$ cat config.mk
export PLATFORM = sky130hd
export DESIGN_NAME = instr_fetch_queue
export DESIGN_NICKNAME = d
export VERILOG_FILES = /design/src/rtl/instr_fetch_queue.sv
export SDC_FILE = /design/constraint.sdc
export NUM_CORES = 1
export LEC_CHECK = 0
export CAP_MARGIN = 20
export CORE_ASPECT_RATIO = 0.75
export CORE_MARGIN = 2
export CORE_UTILIZATION = 40
export CTS_CLUSTER_SIZE = 16
export DETAILED_ROUTE_END_ITERATION = 16
export GPL_TIMING_DRIVEN = 0
export HOLD_SLACK_MARGIN = 0.03
export RECOVER_POWER = 25
export SYNTH_ARGS = -nofsm -noshare
export SYNTH_HDL_FRONTEND = slang
export SYNTH_SLANG_ARGS = --single-unit
export TNS_END_PERCENT = 10
$ cat constraint.sdc
create_clock -name clk -period 6.13 [get_ports clk]
set_clock_uncertainty 0.1 [all_clocks]
set_input_delay 0.613 -clock clk [delete_from_list [all_inputs] [get_ports clk]]
set_output_delay 0.613 -clock clk [all_outputs]
set_load 0.01 [all_outputs]
$ cat src/rtl/instr_fetch_queue.sv
// instr_fetch_queue: prefetches aligned memory words into a circular byte queue and presents 2/4/6-byte instructions to decode.
module instr_fetch_queue #(
  parameter int FETCH_BYTES = 4,
  parameter int QUEUE_BYTES = 16,
  parameter int ADDR_W = 32,
  parameter logic [ADDR_W-1:0] RESET_PC = '0
) (
  input  logic                     clk,
  input  logic                     rst,
  input  logic                     redirect,
  input  logic [ADDR_W-1:0]        redirect_pc,
  output logic                     mem_req,
  output logic [ADDR_W-1:0]        mem_addr,
  input  logic                     mem_ack,
  input  logic [FETCH_BYTES*8-1:0] mem_data,
  output logic                     instr_valid,
  input  logic                     instr_ready,
  output logic [47:0]              instr_data,
  output logic [2:0]               instr_len,
  output logic [ADDR_W-1:0]        instr_pc,
  output logic [$clog2(QUEUE_BYTES):0] queue_level
);
  localparam int PW = $clog2(QUEUE_BYTES);
  localparam int CW = PW + 1;
  localparam int FW = $clog2(FETCH_BYTES);
  localparam logic [ADDR_W-1:0] ALIGN = ~ADDR_W'(FETCH_BYTES - 1);
  typedef enum logic [1:0] {IDLE, REQ, REQ_DROP} state_t;
  state_t state;
  logic [7:0] q [QUEUE_BYTES];
  logic [PW-1:0] rd_ptr, wr_ptr;
  logic [CW-1:0] count, pushed;
  logic [ADDR_W-1:0] fetch_addr;
  logic [FW-1:0] skip;
  logic [7:0] hb [6];
  logic [2:0] len;
  logic pop, push, free;
  // head bytes beyond the valid count read as zero, so an empty queue decodes as a 2-byte slot
  always_comb begin
    for (int i = 0; i < 6; i++) hb[i] = CW'(i) < count ? q[rd_ptr + PW'(i)] : 8'h00;
  end
  assign len = hb[1][7:6] == 2'b11 ? 3'd6 : hb[1][7:6] == 2'b00 ? 3'd2 : 3'd4;
  assign instr_valid = count >= CW'(2) && count >= CW'(len);
  assign instr_len = len;
  assign queue_level = count;
  assign mem_req = state != IDLE;
  assign pop = instr_valid && instr_ready;
  assign push = state == REQ && mem_ack;
  assign pushed = CW'(FETCH_BYTES) - CW'(skip);
  assign free = {1'b0, count} + (CW+1)'(FETCH_BYTES) - (CW+1)'(skip) <= (CW+1)'(QUEUE_BYTES);
  always_comb begin
    instr_data = '0;
    for (int i = 0; i < 6; i++) instr_data[8*i +: 8] = 3'(i) < len ? hb[i] : 8'h00;
  end
  always_ff @(posedge clk) begin
    if (rst) begin
      state <= IDLE;
      rd_ptr <= '0;
      wr_ptr <= '0;
      count <= '0;
      instr_pc <= RESET_PC;
      fetch_addr <= RESET_PC & ALIGN;
      mem_addr <= RESET_PC & ALIGN;
      skip <= RESET_PC[FW-1:0];
    end else if (redirect) begin
      rd_ptr <= '0;
      wr_ptr <= '0;
      count <= '0;
      instr_pc <= redirect_pc;
      fetch_addr <= redirect_pc & ALIGN;
      skip <= redirect_pc[FW-1:0];
      // a free memory port starts the new fetch at once; otherwise wait out the stale beat
      if (state == IDLE || mem_ack) begin
        state <= REQ;
        mem_addr <= redirect_pc & ALIGN;
      end else begin
        state <= REQ_DROP;
      end
    end else begin
      if (pop) begin
        rd_ptr <= rd_ptr + PW'(len);
        instr_pc <= instr_pc + ADDR_W'(len);
      end
      count <= count + (push ? pushed : '0) - (pop ? CW'(len) : '0);
      if (push) begin
        for (int i = 0; i < FETCH_BYTES; i++)
          if (i >= int'(skip)) q[wr_ptr + PW'(i - int'(skip))] <= mem_data[8*i +: 8];
        wr_ptr <= wr_ptr + PW'(pushed);
        skip <= '0;
        fetch_addr <= fetch_addr + ADDR_W'(FETCH_BYTES);
      end
      if (state == IDLE && free) begin
        state <= REQ;
        mem_addr <= fetch_addr;
      end else if (state != IDLE && mem_ack) begin
        state <= IDLE;
      end
    end
  end
endmodule

Word level (Yosys, flattened, before mapping) --
Memory sizes are Yosys's and may differ from the RTL's. A register that Yosys moved wholly into a read port is not among the register bits. Cells that the tools add are included.
Operators by class: $add $sub $neg 22, $lt $le $gt $ge 18, eq/ne operators 3, mux-type cells 50, reductions and logical operators 15
Operators by type and width (count):
- 2-to-1 mux 32 bit | 7
- 2-to-1 mux 8 bit | 12
- adder 32 x 3 -> 32 bit | 1
- adder 32 x 3 -> 32 bit, second input constant | 1
- adder 4 bit | 5
- 2-to-1 mux 1 bit | 19
- 2-to-1 mux 2 bit | 6
- less-than comparator 1 x 5 -> 1 bit, first input constant | 2
- less-than comparator 2 x 5 -> 1 bit, first input constant | 2
- less-than comparator 3 x 5 -> 1 bit, first input constant | 2
- 2-to-1 mux 3 bit | 3
- adder 4 x 2 -> 4 bit, second input constant | 2
- adder 4 x 3 -> 4 bit, second input constant | 2
- 2-to-1 mux 4 bit | 2
- nonzero test 2 bit | 4
- adder 5 x 3 -> 6 bit, second input constant | 1
- <= comparator 6 x 5 -> 1 bit, second input constant | 1
- less-than comparator 1 x 3 -> 1 bit, first input constant | 2
- less-than comparator 2 x 3 -> 1 bit, first input constant | 2
- less-than comparator 3 bit, first input constant | 2
- subtractor 1 x 2 -> 3 bit, first input constant | 2
- subtractor 2 x 2 -> 3 bit, first input constant | 2
- subtractor 6 x 2 -> 6 bit | 1
- adder 5 bit | 1
- 18 further kinds | 24
Word-level totals: bits in registers 113, bits in writable memories 128, bits of input ports 69, output and inout port bits 122, logic and storage cells 118, memories 1
Memories:
- q | depth 16, width 8, read ports 6, clocked after Yosys merged registers in 1, wr ports 4, RTL line 29 | logic [7:0] q [QUEUE_BYTES];

Longest topological paths before layout --
Gate-level depths: netlist of run 1. An unclocked memory read counts as a cell.
word-level depth 11, depth in mapped cells 21, depth with buffers taken out 19

Least setup slack after synthesis of run 1 --
Ideal clock, no wire load.
path kind register to register, start register rd_ptr[1], end register count[4], in the netlist queue_level[4], library setup time 128 ps, arrival time 4194 ps, required time 5902 ps, setup slack 1709 ps, cell stages (with the launch flop) 20, path buffers 2, period minus slack after synthesis 4421 ps, path through dfxtp_1 > clkbuf_1 > clkbuf_1 > mux4_2 > nand2_1 > nand2_1 > nand2_1 > ha_1 > inv_1 > ha_1 > nor2b_1 > o21ai_0 > a21oi_1 > nand3_1 > fa_1 > ha_1 > a21o_1 > a21oi_1 > xnor2_1 > nor2_1
On the way: cells in the longest elaborated chain, start to end 11, elaborated cells on any way between the ends 12, classes of those cells 2 x add/sub; 1 x order compare; 1 x eq/ne; 4 x mux; 3 x reduce/logical; 1 x memory
Ends and longest elaborated chain:
- start, declared | RTL line 30 | logic [PW-1:0] rd_ptr, wr_ptr;
- start signal, assigned | RTL line 80 | rd_ptr <= rd_ptr + PW'(len);
- adder 4 x 1 -> 4 bit (*) | RTL line 39 | for (int i = 0; i < 6; i++) hb[i] = CW'(i) < count ? q[rd_ptr + PW'(i)] : 8'h00;
- memory read (16 x 8 bit) (*)
- 2-to-1 mux 8 bit (*) | RTL line 39
- logical NOT 2 bit | RTL line 41 | assign len = hb[1][7:6] == 2'b11 ? 3'd6 : hb[1][7:6] == 2'b00 ? 3'd2 : 3'd4;
- 2-to-1 mux 3 bit | RTL line 41
- 2-to-1 mux 3 bit (*) | RTL line 41
- via instr_len[1] | RTL line 19 | output logic [2:0] instr_len,
- greater-or-equal comparator 5 x 3 -> 1 bit (*) | RTL line 42 | assign instr_valid = count >= CW'(2) && count >= CW'(len);
- logical AND 1 bit (*) | RTL line 42
- via instr_valid | RTL line 16 | output logic instr_valid,
- logical AND 1 bit (*) | RTL line 46 | assign pop = instr_valid && instr_ready;
- 2-to-1 mux 3 bit (*) | RTL line 83 | count <= count + (push ? pushed : '0) - (pop ? CW'(len) : '0);
- subtractor 5 x 3 -> 5 bit (*) | RTL line 83
- end signal, assigned | RTL line 83
- end, declared | RTL line 31 | logic [CW-1:0] count, pushed;
Mark *: on every way through the listed nets, which the timed path passes. The rest lies on a longest branch. A chain may end at the register's enable or synchronous reset.

Worst setup path after layout of run 1 --
start register rd_ptr[1], end output port instr_data[16]
On the way: cells in the longest elaborated chain, start to end 8, elaborated cells on any way between the ends 11, classes of those cells 2 x add/sub; 1 x order compare; 1 x eq/ne; 5 x mux; 1 x reduce/logical; 1 x memory
Ends and longest elaborated chain:
- adder 4 x 1 -> 4 bit | RTL line 39
- memory read (16 x 8 bit) (*)
- 2-to-1 mux 8 bit | RTL line 39
- logical NOT 2 bit | RTL line 41
- 2-to-1 mux 3 bit (2 in series) | RTL line 41
- less-than comparator 2 x 3 -> 1 bit | RTL line 52 | for (int i = 0; i < 6; i++) instr_data[8*i +: 8] = 3'(i) < len ? hb[i] : 8'h00;
- 2-to-1 mux 8 bit (*) | RTL line 52
- end, declared | RTL line 18 | output logic [47:0] instr_data,
Mark *: on every way between the ends. The rest lies on a longest branch, timed or not.

==> results of run 1 <==
-- power by group through the flow --
stage	Combinational (mW)	Clock (mW)	Sequential, mW
final	2.31	1.71	1.90
after global routing	2.46	1.78	1.91
after CTS	2.28	1.72	1.90
after detailed placement	2.27	0	1.93
after global placement	2.25	0	1.93
after floorplan	1.29	0	1.93
-- path summary, 6_finish.rpt --
path                            slack [ns]                     start                  endpoint
worst max-delay path                  0.50    rd_ptr[1]$_SDFFE_PP0N_            instr_data[16]
worst min register to register        0.43  instr_pc[0]$_SDFFE_PP0P_  instr_pc[0]$_SDFFE_PP0P_
worst min-delay path                  0.43  instr_pc[0]$_SDFFE_PP0P_  instr_pc[0]$_SDFFE_PP0P_
worst max register to register        0.98      skip[1]$_SDFFE_PP0P_        q[11][5]$_DFFE_PP_
-- through the flow --
| stage | std cells | cell area (µm²) | utilization, % | setup slack (ns) | power [mW] |
|---|---|---|---|---|---|
| final | 2829 | 22500 | 48.6 | 0.501 | 5.92 |
| after global routing | 2828 | 22500 | 48.6 | 0.276 | 6.15 |
| after CTS | 2824 | 22500 | 48.5 | 0.529 | 5.90 |
| after detailed placement | 2775 | 21500 | 46.5 | 1.10 | 4.21 |
| after global placement | 2765 | 21500 | 46.4 | 1.02 | 4.18 |
| after floorplan | 1957 | 18900 | - | 1.71 | 3.23 |
-- Yosys cell counts, drive strengths merged (14+ instances only) --
library cell  number
a21oi            206
mux2i            193
a31oi            136
clkbuf           128
edfxtp           128
dfxtp            111
o22ai             99
nor2              98
mux4              96
nand2             75
inv               60
buf               57
nand3             42
o21ai             42
nor2b             40
ha                36
nand4             34
o32ai             32
mux2              31
nor4              28
xor2              27
a211oi            26
o31a              25
and3              24
a21boi            19
xnor2             19
o211ai            17
nor3              14
-- worst register-to-register path: stages (launching register included) --
cell     delay [ns]
dfxtp_1        0.64
inv_1          0.40
ha_1           0.44
fa_1           0.54
or2_2          0.37
nor4_1         0.95
o21ai_1        0.55
nand4_1        0.78
-- routing by layer --
metal | global-route usage [%] | wire length (µm)
met2 | 46.2 | 34000
met3 | 19.4 | 16100
met5 | 3.27 | 322
met4 | 8.05 | 2390
met1 | 53.7 | 39100
-- sequential cells by signal (all words and copies together) (netlist names), named ones only --
name         count
fetch_addr      30
instr_pc        32
mem_addr        30
q              128
queue_level      5
rd_ptr           3
skip             2
state            2
wr_ptr           4
-- logic make-up (layout without fill, tap and decap cells) --
kind of cell             after synthesis  after routing  share of synthesized area (%)
AND/OR/NAND/NOR                      407            407                           11.5
XOR/XNOR                              46             46                           2.13
AO/OA/AOI/OAI                        652            652                           22.0
adder cells (fa/ha/maj)               45             45                           3.34
other                                  1              4                         0.0198
flip-flops                           239            239                           32.1
multiplexers                         320            320                           23.5
buffers and inverters                245            486                           5.39
-- area by class of cell --
type / count / share of cell area [%]
Inverter: 60 / 1.00
Buffer: 185 / 3.52
Clock inverter: 20 / 1.07
Clock buffer: 29 / 3.04
Antenna cell: 1 / 0.0111
Timing Repair Buffer: 192 / 8.33
Multi-Input combinational cell: 1473 / 52.5
Sequential cell: 239 / 27.0
Tap cell: 630 / 3.51
==> impl_metrics.py, run 1 <==
metrics = {
    "clock_tree": {
        "cts_made_buffers": 27,
        "cts_buffer_depth": 3,
        "cts_setup_buffers": 0,
        "clk_pin_slew_worst_paths_ns": 0.06,
        "cts-resized-gates": 0,
        "postCtsHoldBufs": 0,
        "cts_root_buf": "clkbuf_16",
        "insertion_delay_ns": 0.58,
        "clock-sinks": 239,
        "cts_htree_levels": 1,
        "cts_tree": "done",
    },
    "yosys": {
        "synth_area_mm2": 0.0189,
        "synth.area.top_cells": "edfxtp_1 20%, dfxtp_1 12%, mux4_2 11%",
        "yosys_warnings": 0,
        "synth_top_area_share_pct": 20.3,
        "async_reset_ff_share_pct": 0,
        "synth-seq-cells": 239,
        "synth_edf_count": 128,
        "yosysSeqAreaShare_pct": 32.1,
        "yosysTopAreaCell": "edfxtp_1",
        "synth_ff_type": "edfxtp_1",
        "syn_inst": 1955,
        "yosysUniqueCellTypes": 70,
        "syn_avg_cell_area_um2": 9.67,
    },
    "sta": {
        "rsz0062_at_grt": "no",
        "period_share_pct": 91.8,
        "final-hold-violation-count": 0,
        "worst_slew_pin_slew_ns": 1.37,
        "tns_ns": 0,
        "slew_headroom_pct": 7.96,
        "setup_viol": 0,
        "fmax_mhz": 178,
        "period_needed_ns": 5.63,
        "drv_slew": 0,
        "whs_ns": 0.429,
    },
    "setup_path": {
        "cp-start-kind": "flop",
        "worstSetupEndpointType": "output pin",
        "slowest_delay_ns": 0.62,
        "crit_family": "buffers and inverters",
        "criticalPathCategory": "flop to output pin",
        "crit_chain": "clkbuf_1 -> clkbuf_1 -> mux4_2 -> nand2_1 -> nand2_1 -> nand2_1 -> ha_1 -> a21o_1 -> clkbuf_1 -> o31a_1 -> a21oi_1 -> clkdlybuf4s50_1",
        "crit_slowest_cell": "clkbuf_1",
        "worst-r2r-cell-count": 7,
        "cp_data_required_time_ns": 5.42,
        "cp_data_arrival_time_ns": 4.92,
        "cp.depth": 12,
        "cp_num_buf_inv": 4,
        "cp_max_fo": 10,
    },
    "drt": {
        "post_drt_wl_per_cell_um": 32.5,
        "drcViolationCount": 0,
        "num_vias": 19600,
        "drt_iter0_markers": 3621,
        "firstDrtPassIters": 8,
        "via_per_inst": 6.94,
        "ant_nets": 0,
        "drt-total-wl_mm": 91.9,
    },
    "grt": {
        "grt_antenna_before_repair": 4,
        "grt_usage_pct": 36.7,
        "grt_pass1_vias": 18000,
        "grt_max_degree": 16,
        "grt.overflow.total": 0,
        "grt_first_pass_wirelength_mm": 129,
    },
    "cells_and_area": {
        "final_common_cell": "a21oi_1",
        "layout-drive-gt1-share_pct": 11.6,
        "syn_to_final_growth_pct": 18.9,
        "final_cell_mix": "200 x a21oi_1, 193 x mux2i_1, 136 x a31oi_1, 132 x clkbuf_1, 128 x edfxtp_1",
        "fillerInstances": 4373,
        "nets": 2292,
        "regArea_mm2": 0.00607,
        "multi_input_area_mm2": 0.0118,
    },
    "floorplan": {
        "num_io_pins": 191,
        "die_area_mm2": 0.0490,
        "rows": 68,
        "dieHeight_um": 192,
        "initial_utilization_pct": 40.8,
        "die_width_um": 255,
        "core_area_mm2": 0.0463,
    },
    "power_and_ir_drop": {
        "p_switching_mw": 2.23,
        "power_leakage_nw": 7.79,
        "seq_power_share_pct": 32.1,
        "switching_share_pct": 37.7,
        "ir_drop_mv": 0.207,
        "power_frac_comb_pct": 39.0,
        "clkPwrFrac_pct": 28.9,
        "p_per_area_mw_per_mm2": 263,
        "intPower_mw": 3.69,
    },
    "flow_run": {
        "max-cap-violations": 0,
    },
    "hold_path": {
        "worstHoldPathCells": 2,
        "hold_path_class": "flop to flop",
    },
    "placement": {
        "io_buffers": 178,
        "dp_hpwl_mm": 71.9,
        "gp_congestion": 1.07,
    },
    "run_status": {
        "status": "finished clean",
    },
}
Note: power is estimated with default switching activity, not from simulation.
==> inputs of run 2 (changes only) <==
--- a/config.mk
+++ b/config.mk
@@ -11,6 +11,7 @@
 export CORE_UTILIZATION = 40
 export CTS_CLUSTER_SIZE = 16
 export DETAILED_ROUTE_END_ITERATION = 16
+export DONT_BUFFER_PORTS = 1
 export GPL_TIMING_DRIVEN = 0
 export HOLD_SLACK_MARGIN = 0.03
 export RECOVER_POWER = 25
==> run 2 against run 1 <==
  * Sequential share of layout area grew 2.4 points
  * Register-to-register slack got worse by 0.34 ns
  * Utilization shrank 4.0 points
  * Final area shrank 8.2%
  * Critical path type is now flop to flop
==> impl_metrics.py, run 2 (same netlist as run 1, synthesis figures left out) <==
metrics = {
    "setup_path": {
        "worst-r2r-cell-count": 19,
        "cp_max_fo": 10,
        "criticalPathCategory": "flop to flop",
        "ff2ff_setup_slack_ns": 0.64,
        "cp_num_buf_inv": 3,
        "crit_slowest_cell": "clkbuf_1",
        "cp-start-kind": "flop",
        "cp_data_required_time_ns": 6.46,
        "cp_data_arrival_time_ns": 5.82,
        "slowest_delay_ns": 0.65,
        "crit_family": "adder cells",
        "cp.depth": 19,
        "worstSetupEndpointType": "flop",
        "crit_chain": "clkbuf_1 -> clkbuf_1 -> mux4_2 -> nand2_1 -> nand2_1 -> nand2_1 -> ha_1 -> inv_1 -> ha_1 -> nor2b_1 -> o21ai_0 -> a21oi_1 -> nand3_1 -> fa_1 -> ha_1 -> a21o_1 -> a21oi_1 -> xnor2_1 -> nor2_1",
        "r2r-start": "rd_ptr[1]$_SDFFE_PP0N_",
        "r2r-end": "queue_level[4]$_SDFF_PP0_",
    },
    "clock_tree": {
        "insertion_delay_ns": 0.58,
        "cts_made_buffers": 25,
        "cts-resized-gates": 0,
        "cts_buffer_depth": 3,
        "clock-sinks": 239,
        "cts_htree_levels": 1,
        "cts_root_buf": "clkbuf_16",
        "cts_tree": "done",
        "clk_pin_slew_worst_paths_ns": 0.06,
    },
    "sta": {
        "drv_slew": 0,
        "slew_headroom_pct": 6.86,
        "setup_ws_ns": 0.639,
        "final-hold-violation-count": 0,
        "rsz0062_at_grt": "no",
        "whs_ns": 0.120,
        "worst_slew_pin_slew_ns": 1.39,
        "period_needed_ns": 5.49,
        "setup_viol": 0,
        "fmax_mhz": 182,
        "tns_ns": 0,
        "period_share_pct": 89.6,
    },
    "grt": {
        "grt_antenna_before_repair": 2,
        "grt.overflow.total": 0,
        "grt_first_pass_wirelength_mm": 127,
        "grt_usage_pct": 36.4,
        "grt_pass1_vias": 16900,
        "grt_max_degree": 16,
    },
    "drt": {
        "via_per_inst": 7.16,
        "drcViolationCount": 0,
        "post_drt_wl_per_cell_um": 34.6,
        "drt_iter0_markers": 3415,
        "num_vias": 18900,
        "firstDrtPassIters": 7,
        "drt-total-wl_mm": 91.4,
        "ant_nets": 0,
    },
    "cells_and_area": {
        "multi_input_area_mm2": 0.0118,
        "final_common_cell": "a21oi_1",
        "largest_reg_flops": 128,
        "fillerInstances": 4526,
        "nets": 2109,
        "post-route-util_pct": 44.6,
        "syn_to_final_growth_pct": 9.14,
        "regArea_mm2": 0.00607,
        "layout-drive-gt1-share_pct": 12.3,
        "top_register": "q",
        "final_cell_mix": "199 x a21oi_1, 193 x mux2i_1, 136 x clkbuf_1, 136 x a31oi_1, 128 x edfxtp_1",
        "reg.largest.list": "q (128), instr_pc (32)",
    },
    "power_and_ir_drop": {
        "intPower_mw": 3.38,
        "ir_drop_mv": 0.257,
        "power_frac_comb_pct": 34.3,
        "power_leakage_nw": 6.95,
        "seq_power_share_pct": 35.6,
        "clkPwrFrac_pct": 30.1,
        "p_switching_mw": 2.12,
        "switching_share_pct": 38.5,
        "finalPower_mw": 5.50,
        "p_per_area_mw_per_mm2": 267,
    },
    "floorplan": {
        "dieHeight_um": 192,
        "initial_utilization_pct": 40.8,
        "die_area_mm2": 0.0490,
        "core_area_mm2": 0.0463,
        "rows": 68,
        "die_width_um": 255,
        "num_io_pins": 191,
    },
    "placement": {
        "gp_congestion": 1.06,
        "io_buffers": 0,
        "dp_hpwl_mm": 70.7,
        "dp_slack_ns": 0.725,
    },
    "hold_path": {
        "worstHoldPathCells": 2,
        "hp-start": "redirect_pc[1]",
        "hold_end": "instr_pc[1]$_SDFFE_PP0N_",
        "hold_path_class": "input pin to flop",
    },
    "flow_run": {
        "max-cap-violations": 0,
    },
    "run_status": {
        "status": "finished clean",
    },
}
-- run 2: changes by cell type in the layout (fill, tap and decap cells not counted), sizes merged --
| cell | previous run | this run |
|---|---|---|
| clkinv | 6 | 1 |
| clkinvlp | 7 | 2 |
| clkdlybuf4s50 | 107 | 0 |
| dlygate4sd3 | 71 | 1 |
| inv | 64 | 63 |
| clkbuf | 162 | 171 |
| buf | 66 | 61 |
-- run 2: per-stage QoR --
stage | cells | instance area (µm²)
after floorplan | 1957 | 18900
final | 2645 | 20600
after detailed placement | 2593 | 19700
after global placement | 2587 | 19700
after CTS | 2640 | 20600
after global routing | 2644 | 20600
-- run 2: worst max path at each step --
stage,startpoint,endpoint,slack (ns)
2_1_floorplan,rd_ptr[1]$_SDFFE_PP0N_,queue_level[4]$_SDFF_PP0_,1.71
3_3_place_gp,rd_ptr[1]$_SDFFE_PP0N_,queue_level[4]$_SDFF_PP0_,0.82
3_5_place_dp,rd_ptr[1]$_SDFFE_PP0N_,queue_level[4]$_SDFF_PP0_,0.73
4_1_cts,rd_ptr[1]$_SDFFE_PP0N_,queue_level[4]$_SDFF_PP0_,0.70
5_1_grt,rd_ptr[1]$_SDFFE_PP0N_,queue_level[4]$_SDFF_PP0_,0.31
6_report,rd_ptr[1]$_SDFFE_PP0N_,queue_level[4]$_SDFF_PP0_,0.64
-- run 2: worst reg2reg max path, stage by stage, from the launching register on --
cell and delay (ns):
dfxtp_1 0.37, clkbuf_1 0.38, clkbuf_1 0.65, mux4_2 0.36
nand2_1 0.05, nand2_1 0.09, nand2_1 0.07, ha_1 0.31
inv_1 0.13, ha_1 0.31, nor2b_1 0.17, o21ai_0 0.16
a21oi_1 0.48, nand3_1 0.25, fa_1 0.51, ha_1 0.35
a21o_1 0.20, a21oi_1 0.22, xnor2_1 0.14, nor2_1 0.05
-- run 2: cell type report --
cell class / count / area share, %
timing repair buffer: 11 / 0.376
sequential: 239 / 29.4
buffer: 185 / 3.84
clock inverter: 9 / 0.716
tap: 630 / 3.82
clock buffer: 37 / 3.46
antenna: 1 / 0.0121
multi-input combinational: 1473 / 57.3
inverter: 60 / 1.09
-- run 2: routing by layer --
layer  up-vias  part of all wire, %  track usage [%]
li1       7784                    -                -
met1      9311                   42             52.2
met2      1652                   37             46.4
met3       177                   18             20.7
met4         8                  2.2             6.68
met5         -                 0.30             4.29
-- run 2: power by group through the flow --
stage	Sequential (mW)	Clock, mW	Combinational, mW
floorplan	1.93	0	1.29
global placement	1.99	0	1.79
detailed placement	1.99	0	1.82
CTS	1.96	1.65	1.83
global route	1.97	1.72	2.01
finish	1.96	1.66	1.89
-- run 2: repair_timing --
item	4_1_cts	5_1_grt
buffers inserted	0	0
hold buffers	1	0
hold endpoints to repair	1	0
